[src/rtl/ifu_fetch.sv]
// Instruction fetch unit: single-outstanding request FSM (IDLE/REQ/WAIT/HOLD)
// with redirect handling, a one-entry output buffer and a handshake counter.
module ifu_fetch #(
  parameter logic [63:0] RESET_PC = 64'h0000_0000_8000_0000
) (
  input  logic        clk,
  input  logic        rst,
  output logic        imem_req_valid,
  input  logic        imem_req_ready,
  output logic [63:0] imem_req_addr,
  input  logic        imem_rsp_valid,
  input  logic [31:0] imem_rsp_data,
  input  logic        imem_rsp_err,
  output logic        inst_valid,
  input  logic        inst_ready,
  output logic [31:0] inst,
  output logic [63:0] inst_pc,
  output logic        inst_err,
  input  logic        redirect_valid,
  input  logic [63:0] redirect_pc,
  output logic [63:0] fetch_count
);

  typedef enum logic [1:0] {StIdle, StReq, StWait, StHold} state_e;

  state_e      r_state;
  logic [63:0] r_pc;
  logic        r_kill;
  logic [63:0] r_fetch_count;
  logic [31:0] r_inst;
  logic [63:0] r_inst_pc;
  logic        r_inst_err;
  logic        r_req_valid;
  logic        r_inst_valid;

  logic [63:0] w_redirect_pc;

  // Fetch addresses are always word aligned.
  assign w_redirect_pc = {redirect_pc[63:2], 2'b00};

  // Fetch FSM: state, pc, kill flag, output buffer and registered handshake flags.
  always_ff @(posedge clk) begin
    if (rst) begin
      r_state       <= StIdle;
      r_pc          <= RESET_PC;
      r_kill        <= 1'b0;
      r_fetch_count <= 64'd0;
      r_inst        <= 32'd0;
      r_inst_pc     <= 64'd0;
      r_inst_err    <= 1'b0;
      r_req_valid   <= 1'b0;
      r_inst_valid  <= 1'b0;
    end else begin
      unique case (r_state)
        StIdle: begin
          if (redirect_valid) r_pc <= w_redirect_pc;
          r_state     <= StReq;
          r_req_valid <= 1'b1;
        end
        StReq: begin
          if (redirect_valid) r_pc <= w_redirect_pc;
          if (imem_req_ready) begin
            // The accepted request used the old pc; its response must be dropped.
            r_kill      <= redirect_valid;
            r_state     <= StWait;
            r_req_valid <= 1'b0;
          end
        end
        StWait: begin
          if (redirect_valid) r_pc <= w_redirect_pc;
          if (imem_rsp_valid) begin
            if (r_kill || redirect_valid) begin
              r_kill      <= 1'b0;
              r_state     <= StReq;
              r_req_valid <= 1'b1;
            end else begin
              r_inst       <= imem_rsp_data;
              r_inst_err   <= imem_rsp_err;
              r_inst_pc    <= r_pc;
              r_state      <= StHold;
              r_inst_valid <= 1'b1;
            end
          end else if (redirect_valid) begin
            r_kill <= 1'b1;
          end
        end
        StHold: begin
          if (redirect_valid || inst_ready) begin
            // A redirect wins over the sequential pc even when decode consumes.
            r_pc <= redirect_valid ? w_redirect_pc : r_pc + 64'd4;
            if (inst_ready) r_fetch_count <= r_fetch_count + 64'd1;
            r_state      <= StReq;
            r_inst_valid <= 1'b0;
            r_req_valid  <= 1'b1;
          end
        end
        default: begin
          r_state      <= StIdle;
          r_req_valid  <= 1'b0;
          r_inst_valid <= 1'b0;
        end
      endcase
    end
  end

  assign imem_req_valid = r_req_valid;
  assign imem_req_addr  = r_pc;
  assign inst_valid     = r_inst_valid;
  assign inst           = r_inst;
  assign inst_pc        = r_inst_pc;
  assign inst_err       = r_inst_err;
  assign fetch_count    = r_fetch_count;

endmodule
[config.mk]
export PLATFORM = sky130hd
export DESIGN_NAME = ifu_fetch
export DESIGN_NICKNAME = d
export VERILOG_FILES = /design/src/rtl/ifu_fetch.sv
export SDC_FILE = /design/constraint.sdc
export NUM_CORES = 1
export LEC_CHECK = 0
export CAP_MARGIN = 10
export CORE_MARGIN = 2
export CORE_UTILIZATION = 47
export CTS_CLUSTER_DIAMETER = 200
export DETAILED_ROUTE_END_ITERATION = 6
export PLACE_DENSITY = 0.89
export SETUP_SLACK_MARGIN = 0.3
export SYNTH_ARGS = -nofsm -noshare
export SYNTH_HDL_FRONTEND = slang
export SYNTH_SLANG_ARGS = --single-unit
export TNS_END_PERCENT = 30
[constraint.sdc]
create_clock -name clk -period 2.61 [get_ports clk]
set_input_delay 0.261 -clock clk [delete_from_list [all_inputs] [get_ports clk]]
set_output_delay 0.261 -clock clk [all_outputs]
set_load 0.005 [all_outputs]
==> flow_metrics.env <==
export IMPL_cpPeakStageDelay_ns=0.58
export IMPL_ios=330
export IMPL_cap_violations=0
export IMPL_grt_setup_unrepaired="true"
export IMPL_tns_ns=0
export IMPL_dp_slack_ns=0.0600
export IMPL_yosys_area_share_simple=0.309
export IMPL_synth_mux_area_frac=0.0106
export IMPL_wl_mm=36.1
export IMPL_drtIter0Drc=869
export IMPL_synth_xor_area_share=0.0413
export IMPL_die_w_um=154
export IMPL_hpwl_mm=25.1
export IMPL_synth_top_area_share=0.427
export IMPL_timing_final_crit_share=0.858
export IMPL_grt_max_degree=106
export IMPL_cts_sink_count=226
export IMPL_yosysTopAreaCell="dfxtp_1"
export IMPL_htreeDepth=1
export IMPL_crit_slowest_cell="or4_1"
export IMPL_fin_nets=1772
export IMPL_reg2reg_from="r_state[1]"
export IMPL_finalPower_mw=7.94
export IMPL_cp_arrival_ns=2.65
export IMPL_track_usage=0.289
export IMPL_p_sw_mw=1.89
export IMPL_ys_ff_latch=226
export IMPL_postSynthAreaPerCell_um2=7.91
export IMPL_status="finished with violations"
export IMPL_cts_made_buffers=25
export IMPL_min_from="rst"
export IMPL_drv_slew=0
export IMPL_pwr_share_clk=0.456
export IMPL_p_leak_nw=5.10
export IMPL_register_area_um2=4540
export IMPL_most_common_layout_cells="clkdlybuf4s50_1 (321), nand2_1 (264), dfxtp_1 (215)"
export IMPL_clkTransAtPathRegs_ns=0.06
export IMPL_crit_path_end_kind="flip-flop"
export IMPL_power_density_nw_per_um2=521
export IMPL_grt_pass1_vias=11070
export IMPL_setup_viol=0
export IMPL_rows=54
export IMPL_wl_per_cell_um=18.4
export IMPL_design_core_area_um2=22000
export IMPL_crit_chain="ha_4 > nand2_4 > or4_1 > buf_4 > nor2_1 > buf_4 > a211oi_1 > a2111oi_1"
export IMPL_synth_compound_area_frac=0.156
export IMPL_synth_edff_count=0
export IMPL_dp_cells=1911
export IMPL_die_h_um=154
export IMPL_holdBufCountCts=0
export IMPL_vias=11530
export IMPL_fin_crit_ns=2.24
export IMPL_crit_type="reg2reg"
export IMPL_crit_start="r_state[1]"
export IMPL_grt_first_pass_wirelength_mm=56.9
export IMPL_path_buf_inv=2
export IMPL_worst_slew_pin_slew_ns=0.741
export IMPL_crit_family="simple AND/OR/NAND/NOR gates"
export IMPL_drive_above_1_share=0.0922
export IMPL_violations="design-rule violations"
export IMPL_peakVddDrop_v=0.000398
export IMPL_skew_ns=0.0251
export IMPL_place_gp_congestion=0.877
export IMPL_min_path_type="in2reg"
export IMPL_comb_power_share=0.084
export IMPL_syn_area_um2=10600
export IMPL_synth_adder_area_share=0.00708
export IMPL_start_util=0.483
export IMPL_cts_tree="yes"
export IMPL_ys_types=69
export IMPL_synth_top_family_by_area="simple AND/OR/NAND/NOR gates"
export IMPL_ys_warn_count=0
export IMPL_dieArea_um2=23800
export IMPL_cp_common_cell="buf_4"
export IMPL_area_delta_synth_final_pct=43.7
export IMPL_synth_flop_cell="dfxtp_1"
export IMPL_syn_inst=1340
export IMPL_ys_seq_area_frac=0.427
export IMPL_relSlewSlack=0.501
export IMPL_p_sw_frac=0.239
export IMPL_power_internal_mw=6.04
export IMPL_clk_path_buf_depth=3
export IMPL_port_buffers=323
export IMPL_power_frac_seq=0.460
export IMPL_avgViaCountPerCell=5.87
export IMPL_fillers=1658
export IMPL_ant_nets=0
export IMPL_max_freq_mhz=447
export IMPL_final_cell_count_no_fill=1965
export IMPL_layout_commonest_cell="clkdlybuf4s50_1"
export IMPL_cts_root_buf="clkbuf_16"
export IMPL_ys_top_cells_by_area="dfxtp_1 (43%), nand2_1 (9.4%), a21oi_1 (6.7%)"
export IMPL_insertion_delay_ns=0.53
export IMPL_startpoint_type="flip-flop"
export IMPL_synthArstFlopShare=0
export IMPL_antenna_found_initial=5
export IMPL_drc=1
export IMPL_multi_input_area_um2=5660
export IMPL_setup_ws_ns=0.371
export IMPL_worstPathRequired_ns=3.02
export IMPL_gr_total_overflow=0
export IMPL_first_pass_iters=7
export IMPL_hold_viol=0
export IMPL_cp_max_fo=12
## power by group through the flow
stage	clock (mW)	combinational (mW)	sequential, mW
after floorplan	0	0.262	3.69
after global placement	0	0.643	3.71
after detailed placement	0	0.656	3.72
after CTS	3.65	0.664	3.65
after global routing	3.81	0.719	3.66
final	3.62	0.669	3.65
## state kept, by name, summed over array words and instances (netlist names)
name	cells
imem_req_addr	62
inst_pc	62
inst	32
inst_err	1
imem_req_valid	1
r_state	2
fetch_count	64
r_kill	1
inst_valid	1
## synthesized netlist by cell type (12+ instances only)
cell type	instances
nand2_1	265
dfxtp_1	226
a21oi_1	141
nor2_1	111
clkbuf_1	68
nand4_1	58
nand3_1	52
nor3_1	34
or4_1	33
nor4_1	26
xor2_1	26
o31ai_1	25
o21ai_0	24
xnor2_1	24
and3_1	20
inv_1	20
a211oi_1	18
or3_1	13
and4_1	12
## cells by family (layout without fill, tap and decap cells)
group                      after synthesis  count (layout)
AOI/OAI and AO/OA                      265             265
xor gates and xnor gates                50              50
adders and majority gates                6               6
buffers and inverters                  116             455
DFF                                    226             226
muxes                                   11              11
other                                    1               7
and+or+nand+nor                        665             665
## path summary, 6_finish.rpt
path                             to  slack (ns)  cells after the start
hold / removal          inst_pc[63]        0.08                      2
setup reg to reg  imem_req_addr[46]        0.37                      8
hold reg to reg            inst[25]        0.45                      2
setup / recovery  imem_req_addr[46]        0.37                      8
## timing repair
action,CTS,global route
endpoints found under the setup margin,29,49
cloned,0,0
setup buffers,1,4
resized for setup,7,16
pin swaps,1,6
## worst register-to-register path: stages, from the launching register on
cell and delay (ns):
dfxtp_2 0.38, ha_4 0.21, nand2_4 0.06, or4_1 0.58, buf_4 0.18, nor2_1 0.09, buf_4 0.21, a211oi_1 0.10
a2111oi_1 0.31
## through the flow
step / instance area (um2) / util / hold WS [ns]
2_1_floorplan: 10600 / - / 0.370
3_3_place_gp: 14300 / 0.650 / 0.441
3_5_place_dp: 14300 / 0.650 / 0.445
4_1_cts: 15100 / 0.690 / 0.0614
5_1_grt: 15200 / 0.694 / 0.0710
6_report: 15200 / 0.694 / 0.0839
## layer usage
layer | global-route usage | vias up | wire length [um]
met2 | 0.487 | 583 | 17300
met1 | 0.358 | 5380 | 14100
met5 | 0 | - | 27
met4 | 0.128 | 4 | 1520
met3 | 0.0588 | 119 | 3180
li1 | - | 5444 | -
## area by class of cell
class / count / share of cell area
clock inverter: 15 / 0.0106
antenna: 3 / 0.000493
inverter: 21 / 0.00517
timing repair buffer: 388 / 0.247
tap: 280 / 0.0230
multi-input combinational: 1001 / 0.371
clock buffer: 31 / 0.0445
sequential: 226 / 0.298
Note: power is estimated with default switching activity, not from simulation.
